--- config.mk ---
export PLATFORM = sky130hd
export DESIGN_NAME = iob_pcie_chnl_tx_flat
export DESIGN_NICKNAME = d
export VERILOG_FILES = /design/src/rtl/iob_pcie_chnl_tx_pkg.sv /design/src/rtl/iob_pcie_chnl_tx_if.sv /design/src/rtl/iob_pcie_chnl_tx_cnt.sv /design/src/rtl/iob_pcie_chnl_tx.sv /design/src/flat_wrapper.sv
export SDC_FILE = /design/constraint.sdc
export NUM_CORES = 1
export LEC_CHECK = 0
export CAP_MARGIN = 10
export CORE_MARGIN = 2
export CORE_UTILIZATION = 45
export CTS_CLUSTER_SIZE = 10
export DETAILED_ROUTE_END_ITERATION = 10
export PLACE_DENSITY = 0.81
export REMOVE_ABC_BUFFERS = 1
export SLEW_MARGIN = 5
export SYNTH_ARGS = -nofsm -noshare
export SYNTH_HDL_FRONTEND = slang
export SYNTH_SLANG_ARGS = --single-unit
--- constraint.sdc ---
create_clock -name clk -period 2.57 [get_ports clk]
set_input_delay 0.257 -clock clk [delete_from_list [all_inputs] [get_ports clk]]
set_output_delay 0.257 -clock clk [all_outputs]
set_load 0.03 [all_outputs]
--- src/rtl/iob_pcie_chnl_tx_pkg.sv ---
// Shared definitions for the PCIe channel RX-side transmitter: FSM state encoding and channel width.
package iob_pcie_chnl_tx_pkg;

    typedef enum logic [1:0] {
        ST_IDLE = 2'd0,
        ST_REQ  = 2'd1,
        ST_DATA = 2'd2
    } state_t;

    localparam int CHNL_DATA_W = 64;

endpackage

--- src/rtl/iob_pcie_chnl_tx_if.sv ---
// Channel RX port bundle: the transmitter drives request/length/offset/last/data, the channel returns ack/ren.
// Handshake: a beat transfers on every clock edge where rx_data_valid and rx_data_ren are both 1;
// the request is accepted on the edge where rx and rx_ack are both 1.
interface iob_pcie_chnl_tx_if #(
    parameter int DATA_W = 32,
    parameter int CHNL_W = 64
);
    logic              rx;
    logic              rx_last;
    logic [DATA_W-1:0] rx_len;
    logic [DATA_W-2:0] rx_off;
    logic [CHNL_W-1:0] rx_data;
    logic              rx_data_valid;
    logic              rx_data_ren;
    logic              rx_ack;

    modport master (
        output rx, rx_last, rx_len, rx_off, rx_data, rx_data_valid,
        input  rx_data_ren, rx_ack
    );

    modport slave (
        input  rx, rx_last, rx_len, rx_off, rx_data, rx_data_valid,
        output rx_data_ren, rx_ack
    );
endinterface

--- src/rtl/iob_pcie_chnl_tx_cnt.sv ---
// Loadable down-counter with zero flag; used for beats still to load and beats still to consume.
module iob_pcie_chnl_tx_cnt #(
    parameter int W = 33
) (
    input  logic         clk,
    input  logic         rst,
    input  logic         load,
    input  logic [W-1:0] load_val,
    input  logic         dec,
    output logic [W-1:0] cnt,
    output logic         zero
);

    always_ff @(posedge clk) begin
        if (rst) begin
            cnt <= '0;
        end else if (load) begin
            cnt <= load_val;
        end else if (dec && !zero) begin
            cnt <= cnt - W'(1);
        end
    end

    assign zero = (cnt == '0);

endmodule

--- src/rtl/iob_pcie_chnl_tx.sv ---
// Host-side transmitter into a PCIe user channel RX port: request, wait for ack, stream 64-bit beats.
// Optional ack timeout with sticky err_o is built when IOB_PCIE_CHNL_TX_TIMEOUT_EN is defined.
module iob_pcie_chnl_tx
    import iob_pcie_chnl_tx_pkg::*;
#(
    parameter int DATA_W           = 32,
    parameter int C_PCI_DATA_WIDTH = 64,
    parameter int ACK_TIMEOUT      = 1024
) (
    input  logic                        clk,
    input  logic                        rst,
    input  logic                        start_i,
    input  logic [DATA_W-1:0]           len_i,
    input  logic [DATA_W-2:0]           off_i,
    input  logic                        last_i,
    input  logic [C_PCI_DATA_WIDTH-1:0] src_data_i,
    input  logic                        src_valid_i,
    output logic                        src_ready_o,
    output logic                        busy_o,
    output logic                        done_o,
    output logic                        err_o,
    iob_pcie_chnl_tx_if.master          chnl,
    output state_t                      dbg_state,
    output logic [DATA_W:0]             dbg_load_left,
    output logic [DATA_W:0]             dbg_cons_left
);

    if (C_PCI_DATA_WIDTH != CHNL_DATA_W) begin : g_bad_width
        $error("iob_pcie_chnl_tx: C_PCI_DATA_WIDTH must be 64");
    end
    if (ACK_TIMEOUT < 2) begin : g_bad_timeout
        $error("iob_pcie_chnl_tx: ACK_TIMEOUT must be at least 2");
    end

    state_t                      state, state_nxt;
    logic                        accept, load, consume, final_beat, timeout, empty_ack;
    logic [C_PCI_DATA_WIDTH-1:0] data_q;
    logic                        valid_q, done_q, last_q;
    logic [DATA_W-1:0]           len_q;
    logic [DATA_W-2:0]           off_q;
    logic [DATA_W:0]             beats_calc, load_left, cons_left;
    logic                        load_zero, cons_zero;

    // One extra bit keeps len = all-ones from wrapping to zero beats.
    assign beats_calc = ({1'b0, len_i} + {{DATA_W{1'b0}}, 1'b1}) >> 1;

    // A start coinciding with the done pulse is dropped so back-to-back requests are explicit.
    assign accept      = (state == ST_IDLE) && start_i && !done_q;
    assign consume     = valid_q && chnl.rx_data_ren;
    assign src_ready_o = (state == ST_DATA) && (!valid_q || chnl.rx_data_ren) && !load_zero;
    assign load        = src_ready_o && src_valid_i;
    assign final_beat  = (state == ST_DATA) && consume && (cons_left == {{DATA_W{1'b0}}, 1'b1});
    assign empty_ack   = (state == ST_REQ) && chnl.rx_ack && cons_zero;

    iob_pcie_chnl_tx_cnt #(.W(DATA_W + 1)) u_load_cnt (
        .clk      (clk),
        .rst      (rst),
        .load     (accept),
        .load_val (beats_calc),
        .dec      (load),
        .cnt      (load_left),
        .zero     (load_zero)
    );

    iob_pcie_chnl_tx_cnt #(.W(DATA_W + 1)) u_cons_cnt (
        .clk      (clk),
        .rst      (rst),
        .load     (accept),
        .load_val (beats_calc),
        .dec      (consume),
        .cnt      (cons_left),
        .zero     (cons_zero)
    );

    always_ff @(posedge clk) begin
        if (rst) begin
            state <= ST_IDLE;
        end else begin
            state <= state_nxt;
        end
    end

    always_comb begin
        state_nxt = state;
        case (state)
            ST_IDLE: if (accept) state_nxt = ST_REQ;
            ST_REQ: begin
                if (chnl.rx_ack) begin
                    state_nxt = cons_zero ? ST_IDLE : ST_DATA;
                end else if (timeout) begin
                    state_nxt = ST_IDLE;
                end
            end
            ST_DATA: if (final_beat) state_nxt = ST_IDLE;
            default: state_nxt = ST_IDLE;
        endcase
    end

    always_ff @(posedge clk) begin
        if (rst) begin
            len_q  <= '0;
            off_q  <= '0;
            last_q <= 1'b0;
        end else if (accept) begin
            len_q  <= len_i;
            off_q  <= off_i;
            last_q <= last_i;
        end
    end

    // Single output stage: holds the beat until the channel takes it.
    always_ff @(posedge clk) begin
        if (rst) begin
            data_q  <= '0;
            valid_q <= 1'b0;
        end else begin
            if (load) data_q <= src_data_i;
            if (load) begin
                valid_q <= 1'b1;
            end else if (consume) begin
                valid_q <= 1'b0;
            end
        end
    end

    always_ff @(posedge clk) begin
        if (rst) begin
            done_q <= 1'b0;
        end else begin
            done_q <= empty_ack || final_beat;
        end
    end

`ifdef IOB_PCIE_CHNL_TX_TIMEOUT_EN
    localparam int TMO_W = $clog2(ACK_TIMEOUT + 1);
    logic [TMO_W-1:0] tmo_cnt;
    logic             err_q;

    assign timeout = (state == ST_REQ) && !chnl.rx_ack && (tmo_cnt == TMO_W'(ACK_TIMEOUT - 1));

    always_ff @(posedge clk) begin
        if (rst || state != ST_REQ) begin
            tmo_cnt <= '0;
        end else begin
            tmo_cnt <= tmo_cnt + TMO_W'(1);
        end
    end

    always_ff @(posedge clk) begin
        if (rst || accept) begin
            err_q <= 1'b0;
        end else if (timeout) begin
            err_q <= 1'b1;
        end
    end

    assign err_o = err_q;
`else
    assign timeout = 1'b0;
    assign err_o   = 1'b0;
`endif

    assign busy_o             = (state != ST_IDLE);
    assign done_o             = done_q;
    assign chnl.rx            = (state != ST_IDLE);
    assign chnl.rx_last       = last_q;
    assign chnl.rx_len        = len_q;
    assign chnl.rx_off        = off_q;
    assign chnl.rx_data       = data_q;
    assign chnl.rx_data_valid = valid_q;

    assign dbg_state     = state;
    assign dbg_load_left = load_left;
    assign dbg_cons_left = cons_left;

endmodule

--- src/flat_wrapper.sv ---
// flat-port wrapper written by rule: the top's interface ports become plain ports
module iob_pcie_chnl_tx_flat import iob_pcie_chnl_tx_pkg::*;
#(
    parameter int DATA_W           = 32,
    parameter int C_PCI_DATA_WIDTH = 64,
    parameter int ACK_TIMEOUT      = 1024
)
  (clk, rst, start_i, len_i, off_i, last_i, src_data_i, src_valid_i, src_ready_o, busy_o, done_o, err_o, dbg_state, dbg_load_left, dbg_cons_left, chnl_rx, chnl_rx_last, chnl_rx_len, chnl_rx_off, chnl_rx_data, chnl_rx_data_valid, chnl_rx_data_ren, chnl_rx_ack);
  iob_pcie_chnl_tx_if #(.DATA_W(DATA_W), .CHNL_W(64)) chnl_i ();
  input  logic clk;
  input  logic rst;
  input  logic start_i;
  input  logic [DATA_W-1:0] len_i;
  input  logic [DATA_W-2:0] off_i;
  input  logic last_i;
  input  logic [C_PCI_DATA_WIDTH-1:0] src_data_i;
  input  logic src_valid_i;
  output logic src_ready_o;
  output logic busy_o;
  output logic done_o;
  output logic err_o;
  output state_t dbg_state;
  output logic [DATA_W:0] dbg_load_left;
  output logic [DATA_W:0] dbg_cons_left;
  output wire logic [$bits(chnl_i.rx)-1:0] chnl_rx;
  output wire logic [$bits(chnl_i.rx_last)-1:0] chnl_rx_last;
  output wire logic [$bits(chnl_i.rx_len)-1:0] chnl_rx_len;
  output wire logic [$bits(chnl_i.rx_off)-1:0] chnl_rx_off;
  output wire logic [$bits(chnl_i.rx_data)-1:0] chnl_rx_data;
  output wire logic [$bits(chnl_i.rx_data_valid)-1:0] chnl_rx_data_valid;
  input wire logic [$bits(chnl_i.rx_data_ren)-1:0] chnl_rx_data_ren;
  input wire logic [$bits(chnl_i.rx_ack)-1:0] chnl_rx_ack;
  assign chnl_rx = chnl_i.rx;
  assign chnl_rx_last = chnl_i.rx_last;
  assign chnl_rx_len = chnl_i.rx_len;
  assign chnl_rx_off = chnl_i.rx_off;
  assign chnl_rx_data = chnl_i.rx_data;
  assign chnl_rx_data_valid = chnl_i.rx_data_valid;
  assign chnl_i.rx_data_ren = chnl_rx_data_ren;
  assign chnl_i.rx_ack = chnl_rx_ack;
  iob_pcie_chnl_tx #(.DATA_W(DATA_W), .C_PCI_DATA_WIDTH(C_PCI_DATA_WIDTH), .ACK_TIMEOUT(ACK_TIMEOUT)) u_core (.clk(clk), .rst(rst), .start_i(start_i), .len_i(len_i), .off_i(off_i), .last_i(last_i), .src_data_i(src_data_i), .src_valid_i(src_valid_i), .src_ready_o(src_ready_o), .busy_o(busy_o), .done_o(done_o), .err_o(err_o), .chnl(chnl_i), .dbg_state(dbg_state), .dbg_load_left(dbg_load_left), .dbg_cons_left(dbg_cons_left));
endmodule
* Word-level counts from Yosys, hierarchy flattened
Cells that the tools add are included.
W data, S select, Z words.
** Storage, ports and cells
- Flip-flop bits (word level) :: 198
- Output and inout port bits :: 202
** Cells by class
- $add $sub $neg :: 3
- Equal/unequal tests :: 6
- Muxes and demuxes :: 11
- Reduce and logical (&&, ||, !) cells :: 27
** Operator list (count)
- $mux W32 :: 4
- $logic_not A33 Y1 :: 2
- $sub A33 B1 Y33 const B :: 2
- $add A32 B1 Y33 const B :: 1
- $eq A33 B1 Y1 const B :: 1
- $logic_and A1 B1 Y1 :: 12
- $mux W2 :: 4
- $reduce_bool A2 Y1 :: 4
- $pmux W2 S3 :: 1
- $logic_not A1 Y1 :: 4
- $ne A2 B1 Y1 const B :: 2
- $reduce_and A3 Y1 :: 1
- $eq A2 B1 Y1 const B :: 1
- $eq A2 B2 Y1 const B :: 1
- $logic_not A2 Y1 :: 1
- $logic_or A1 B1 Y1 :: 2
- $mux W1 :: 2
- $ne A2 B2 Y1 const B :: 1
- $reduce_or A2 Y1 :: 1

* Logic depth before layout (Yosys ltp)
Gate-level depths: netlist of the first run.
- Depth after elaboration :: 8
- Depth in mapped cells :: 10

* Modules after synthesis
Synthesis of the first run repeated with hierarchy kept, for this count alone.
** Second synthesis, totals
- Cells, all modules :: 1244
- Area total of the unflattened synthesis :: 9600.5 µm²
** By module, submodules not included
- iob_pcie_chnl_tx :: times used 1, cells an instance 692, area each 5263.8 µm²
- iob_pcie_chnl_tx_cnt :: times used 2, cells an instance 276, area each 2168.3 µm²

* Least setup slack after synthesis of the first run
Ideal clock, no wire load.
- Path kind :: register to register
- Start :: register u_core.u_load_cnt.cnt[0]
- End :: register u_core.u_load_cnt.cnt[17]
- Data arrival time :: 2487 ps
- Slack :: -35 ps
- Stages on the path, launching flop included :: 11
- Path through :: dfxtp_1 inv_1 ha_1 nor4b_1 and4_1 and3_1 buf_2 nor2_1 clkbuf_1 a31oi_1 o22a_1
** Between the ends
- Cells in the longest elaborated chain, start to end :: 6
- Elaborated cells on any way between the ends :: 9
- Those cells by class :: 1 x add/sub; 2 x mux; 6 x reduce/logical
** Ends and longest elaborated chain
- start, declared :: RTL line iob_pcie_chnl_tx_cnt.sv:10 : output logic [W-1:0] cnt,
- start signal, assigned :: RTL line iob_pcie_chnl_tx_cnt.sv:18 : cnt <= load_val;
- start signal, assigned :: RTL line iob_pcie_chnl_tx_cnt.sv:20 : cnt <= cnt - W'(1);
- parallel branches: the longest is 6 deep, another holds $sub A33 B1 Y33
Several ways; the timed one is not identified. The select of a mux whose other input is x is not followed.
A chain may end at the register's enable or synchronous reset.

* Worst setup path after layout of the first run
- Start :: register u_core.u_load_cnt.cnt[1]
- End :: output src_ready_o
** Between the ends
- Cells in the longest elaborated chain, start to end :: 3
** Ends and longest elaborated chain
- $logic_not A33 Y1 :: RTL line iob_pcie_chnl_tx_cnt.sv:24 : assign zero = (cnt == '0);
- $logic_not A1 Y1 :: RTL line iob_pcie_chnl_tx.sv:50 : assign src_ready_o = (state == ST_DATA) && (!valid_q || chnl.rx_data_ren) && !load_zero;
- $logic_and A1 B1 Y1 :: RTL line iob_pcie_chnl_tx.sv:50
- end, declared :: RTL line flat_wrapper.sv:18 : output logic src_ready_o;
Every way passes these cells.

==> results.toml, run 1 <==
[grt]
grt_pass1_vias = 9842
track_usage_pct = 29.7
overflow = 0
antenna_found_initial = 0
grt_pass1_wl_mm = 51.7
grt_start_max_net_pins = 59

[clocking]
post_cts_buffers = 0
clock_latency_ns = 0.43
cts_buffers = 17
cts_tree = "yes"
cts.sinks = 198
clockRootBuffer = "clkbuf_16"
ctsLongestPathBuffers = 2
h-tree-depth = 4
clk_pin_slew_ns = 0.08

[run_status]
status = "finished clean"

[critical_path]
crit_path_start_kind = "flop"
path_class = "reg -> out"
cp.arrival_ns = 2.23
path_max_fanout = 5
required_ns = 2.31
end_kind = "output pin"

[yosys]
syn_avg_cell_area_um2 = 7.75
yosys.area.top_type = "dfxtp_1"
synthCells = 1196
syn_area_um2 = 9260
synth_async_sr_flop_share_pct = 0
synth_cell_types = 82
synth_edf_count = 0
yosys_warnings = 0
synth_ff_type = "dfxtp_1"
synth.area.top_cells = "dfxtp_1, nand2_1, a21oi_1"
ys_seq_area_share_pct = 42.8
yosysTopAreaCellShare_pct = 42.8
ys_seq_elements = 198

[die]
die_width_um = 147
die_h_um = 147
io_pins = 336
dieArea_um2 = 21800
row_count = 52
initial_core_util_pct = 45.8
coreArea_um2 = 20200

[detailed_routing]
routed_wl_mm = 33.1
viasPerCell = 5.56
drc = 0
drtIter0Drc = 710
vias = 10400
ant_nets = 0
dr.pass1.iters = 5
routedWlPerCell_um = 17.7

[timing]
finalSetupViolCount = 0
postLayoutSetupSlackWorst_ns = 0.0800
post-route-period-util_pct = 96.9
timing_hold_violations_final = 0
min_period_ns = 2.49
tightest_slew_ns = 0.811
fmax_ghz = 0.402
max_slew_margin_pct = 45.8
fin_skew_ns = 0.0121
setup_tns_ns = 0
drv_slew = 0

[finish]
instances_no_fill = 1873
syn2layout_area_growth_pct = 52.7
num_antenna_cells = 0
nets = 1730
fillers = 1636
drive_gt1_share_pct = 12.0

[power_and_ir_drop]
power.leakage_nw = 5.14
worst_ir_drop_vdd_mv = 0.493
powerDensity_nw_per_um2 = 576
power.total_mw = 8.16

[min_path]
min_path_type = "in -> reg"

[placed_design]
dp.cells = 1843
port_buffers = 334
hpwl_mm = 25.0
pre_cts_slack_ns = -0.206
gp_congestion = 0.940

[job]
max_cap_viol_count = 0
-- power breakdown --
part           internal [mW]  switching (mW)
Clock                   1.36            1.27
Sequential              3.22           0.133
Combinational          0.950            1.22
Total                   5.53            2.62
-- cell usage in the layout, fill, tap and decap left out, drive strengths merged, types with 23 or more instances in the layout --
cell,Yosys,final
clkdlybuf4s50,0,332
nand2,308,308
dfxtp,198,198
a21oi,175,175
buf,41,126
nor2,60,60
nor3,39,39
nor4,34,34
nand3,33,33
o21ai,26,26
xor2,23,23
-- layout make-up --
type                            count  area [µm²]  area share [%]
Timing Repair Buffer              458        4320            30.6
Clock buffer                       17         425            3.01
Multi-Input combinational cell    901        4900            34.6
Sequential cell                   198        3960            28.0
Inverter                           16        60.1           0.424
Clock inverter                     13         141           0.999
Tap cell                          270         338            2.39
-- flip-flops by register name, summed over array words and instances (netlist names) --
name                       cells
u_core.chnl.rx_off            31
u_core.dbg_state               2
u_core.chnl.rx_len            32
u_core.done_o                  1
u_core.chnl.rx_last            1
u_core.u_load_cnt.cnt         33
u_core.chnl.rx_data_valid      1
u_core.u_cons_cnt.cnt         33
u_core.chnl.rx_data           64
-- routing by layer --
metal / up-vias / wire length, µm / global-route usage (%)
li1: 4966 / - / -
met1: 4860 / 13000 / 38.0
met2: 513 / 15700 / 48.1
met3: 68 / 3360 / 8.73
met4: 0 / 954 / 10.0
met5: - / 0 / 0
-- worst paths after layout --
check / from / to / slack [ns] / cells past startpoint
max reg2reg: u_core.u_cons_cnt.cnt[1]$_SDFFE_PP0P_ / u_core.u_cons_cnt.cnt[15]$_SDFFE_PP0P_ / 0.14 / 9
max: u_core.u_load_cnt.cnt[1]$_SDFFE_PP0P_ / src_ready_o / 0.08 / 8
min reg2reg: u_core.chnl.rx_data[21]$_SDFFE_PP0P_ / u_core.chnl.rx_data[21]$_SDFFE_PP0P_ / 0.45 / 2
min: rst / u_core.u_cons_cnt.cnt[10]$_SDFFE_PP0P_ / 0.22 / 2
-- synth_stat cells, types with 4 or more instances --
master    number
nand2_1      307
dfxtp_1      198
a21oi_1      174
nor2_1        59
clkbuf_1      39
nor3_1        37
nand3_1       32
nor4_1        32
buf_2         25
o21ai_0       24
xor2_1        23
nand4_1       20
xnor2_1       18
a211oi_1      16
inv_1         16
or4_1         10
a21o_1         9
and3_1         9
a31oi_1        7
mux2_2         7
nand2b_1       7
o31ai_1        7
and4_1         6
buf_1          6
buf_4          6
or3_1          6
a21boi_0       4
and2_1         4
buf_6          4
ha_1           4
o22ai_1        4
o311ai_0       4
-- logic make-up (layout without fill, tap and decap cells) --
group | after synthesis | count (layout) | synth area share, %
adder cells (fa/ha/maj) | 4 | 4 | 0.540
multiplexers | 8 | 8 | 0.959
buffers and inverters | 97 | 504 | 4.89
XOR/XNOR | 41 | 41 | 3.88
AND/OR/NAND/NOR | 563 | 563 | 28.6
other | 1 | 1 | 0.0405
flip-flops | 198 | 198 | 42.8
AO/OA/AOI/OAI | 284 | 284 | 18.4
-- through the flow --
step	hold slack, ns	instance area, µm²	utilization [%]
3_5_place_dp	0.445	13600	67.0
2_1_floorplan	0.319	8870	-
5_1_grt	0.232	14100	69.9
4_1_cts	0.201	14100	69.8
3_3_place_gp	0.440	13600	67.0
6_report	0.220	14100	69.9
-- worst max-delay path, stage by stage (launching register included) --
cell and delay, ns:
dfxtp_1 0.32, inv_1 0.07, ha_2 0.22, nor4b_4 0.24
buf_4 0.19, and4_1 0.24, nand3_2 0.13, and3_1 0.21
buf_2 0.18
-- timing repair --
item | CTS | global route
resized for setup | 6 | 8
pin swaps | 0 | 1
endpoints found under the setup margin | 1 | 15
hold buffers | 0 | 0
(Power assumes the default switching activity.)
==> run 2: changes to the inputs <==
--- a/config.mk
+++ b/config.mk
@@ -8,7 +8,7 @@
 export CAP_MARGIN = 10
 export CORE_MARGIN = 2
 export CORE_UTILIZATION = 45
-export CTS_CLUSTER_SIZE = 10
+export CTS_CLUSTER_SIZE = 12
 export DETAILED_ROUTE_END_ITERATION = 10
 export PLACE_DENSITY = 0.81
 export REMOVE_ABC_BUFFERS = 1
==> results of run 2 <==
Final layout, timing and power as in run 1 (identical DEF).
==> run 3: changes to the inputs <==
==> constraint.sdc (replaced) <==
create_clock -name clk -period 2.79 [get_ports clk]
set_input_delay 0.279 -clock clk [delete_from_list [all_inputs] [get_ports clk]]
set_output_delay 0.279 -clock clk [all_outputs]
set_load 0.03 [all_outputs]
==> run 3 against run 2 <==
  * The run now ends with DRC left
  * Total power shrank 7.5%
  * Routed wire length decreased by 2.4%
  * Count of clock-buffer cells in the layout unchanged
  * Combinational power decreased by 13%
  * Register-to-register slack lost 0.02 ns
  * First-iteration DRC count is 20% higher
  * Die area stayed put
  * Non-clock buffer count is 45 lower
  * Worst hold slack improved by 0.053 ns
  * Flip-flop and latch count unchanged
  * Setup slack improved by 0.027 ns
  * Largest cell class unchanged
==> results.toml, run 3 (synthesis gave the netlist of run 1 again) <==
[finish]
num_antenna_cells = 0
drive_gt1_share_pct = 9.56
layout_common_cells = "clkdlybuf4s50_1, nand2_1, dfxtp_1, a21oi_1, buf_4"
final_area_um2 = 13800
final_common_cell = "clkdlybuf4s50_1"
largest_register_ffs = 64
syn2layout_area_growth_pct = 49.5
nets = 1685
final_util_pct = 68.4
instances_no_fill = 1828

[timing]
post-route-period-util_pct = 96.2
finalSetupViolCount = 0
min_period_ns = 2.68
tightest_slew_ns = 0.778
postLayoutSetupSlackWorst_ns = 0.107
hold_slack_ns = 0.273
drv_slew = 0
timing_hold_violations_final = 0
fin_skew_ns = 0.0101
fmax_ghz = 0.373
rsz0062_at_grt = "no"
max_slew_margin_pct = 48.0
setup_tns_ns = 0

[power_and_ir_drop]
clkPwrFrac_pct = 33.7
worst_ir_drop_vdd_mv = 0.391
power_frac_comb_pct = 25.0
sw_frac_of_total_pct = 32.0
powerDensity_nw_per_um2 = 545
p_sw_mw = 2.41
seqPwrFrac_pct = 41.3
power.leakage_nw = 4.93
intPower_mw = 5.13
power.total_mw = 7.54

[detailed_routing]
drc = 1
ant_nets = 0
routed_wl_mm = 32.3
dr.pass1.iters = 10
vias = 10200
drtIter0Drc = 849
viasPerCell = 5.56
routedWlPerCell_um = 17.7

[grt]
grtUsageMet2_pct = 47.2
antenna_found_initial = 0
overflow = 0
track_usage_pct = 28.7
grt_pass1_vias = 9429
use_met1_pct = 36.4
busiest_layer = "met2"
grt_pass1_wl_mm = 50.1
grt_start_max_net_pins = 73
grtUsageMet3_pct = 9.04

[clocking]
h-tree-depth = 4
clk_pin_slew_ns = 0.08
ctsLongestPathBuffers = 2
cts_tree = "yes"
clockRootBuffer = "clkbuf_16"
cts_buffers = 17
cts.sinks = 198
post_cts_buffers = 0
clock_latency_ns = 0.43

[job]
max_cap_viol_count = 0

[die]
coreArea_um2 = 20200
die_width_um = 147
io_pins = 336
initial_core_util_pct = 45.8
row_count = 52
die_h_um = 147
dieArea_um2 = 21800

[critical_path]
required_ns = 2.51
path_class = "reg -> out"
path_max_fanout = 5
end_kind = "output pin"
cp.arrival_ns = 2.40
crit_path_start_kind = "flop"

[run_status]
status = "complete, but fails checks"
violations = "DRC"

[placed_design]
port_buffers = 334
pre_cts_slack_ns = -0.0466
placed_area_um2 = 13200
dp.cells = 1798
gp_congestion = 0.973
hpwl_mm = 24.0

[min_path]
min_path_type = "in -> reg"
-- run 3: cell types whose count changed in the layout (fill, tap and decap cells not counted), sizes merged --
cell / before / now
buf: 126 / 80
clkinvlp: 5 / 2
inv: 22 / 24
bufinv: 1 / 2
clkdlybuf4s15: 0 / 1
-- run 3: layout make-up --
type                            count  area (µm²)
Fill cell                        1661        6390
Multi-Input combinational cell    901        4910
Timing Repair Buffer              413        3990
Sequential cell                   198        3960
Clock buffer                       17         425
Tap cell                          270         338
Clock inverter                     13         164
Inverter                           16        60.1
-- run 3: worst paths after layout --
check | depth (start not counted) | from | end | slack (ns)
setup reg to reg | 10 | u_core.u_cons_cnt.cnt[1]$_SDFFE_PP0P_ | u_core.u_cons_cnt.cnt[13]$_SDFFE_PP0P_ | 0.12
hold reg to reg | 2 | u_core.chnl.rx_data[40]$_SDFFE_PP0P_ | u_core.chnl.rx_data[40]$_SDFFE_PP0P_ | 0.45
setup / recovery | 5 | u_core.u_load_cnt.cnt[28]$_SDFFE_PP0P_ | src_ready_o | 0.11
hold / removal | 2 | rst | u_core.chnl.rx_data[38]$_SDFFE_PP0P_ | 0.27
-- run 3: layer usage --
metal,wire length [µm],up-vias
met5,0,-
met2,15400,535
met1,12700,4679
li1,-,4883
met3,3450,58
met4,745,0
-- run 3: worst max-delay path: stages, from the launching register on --
cell             delay [ns]
dfxtp_1                0.35
or4_4                  0.57
nor3_4                 0.34
nand3_2                0.15
and3_1                 0.22
clkdlybuf4s15_1        0.34
-- run 3: what timing repair did --
action / in CTS / in global routing
gates resized for setup: 3 / 8
pin swaps: 0 / 1
hold buffers: 0 / 0
endpoints found under the setup margin: 1 / 8
-- run 3: power groups by stage --
stage / logic (mW) / registers [mW] / clock network (mW)
5_1_grt: 2.02 / 3.13 / 2.71
4_1_cts: 1.85 / 3.11 / 2.58
3_5_place_dp: 1.84 / 3.18 / 0
3_3_place_gp: 1.81 / 3.17 / 0
6_report: 1.88 / 3.12 / 2.54
2_1_floorplan: 0.690 / 3.43 / 0
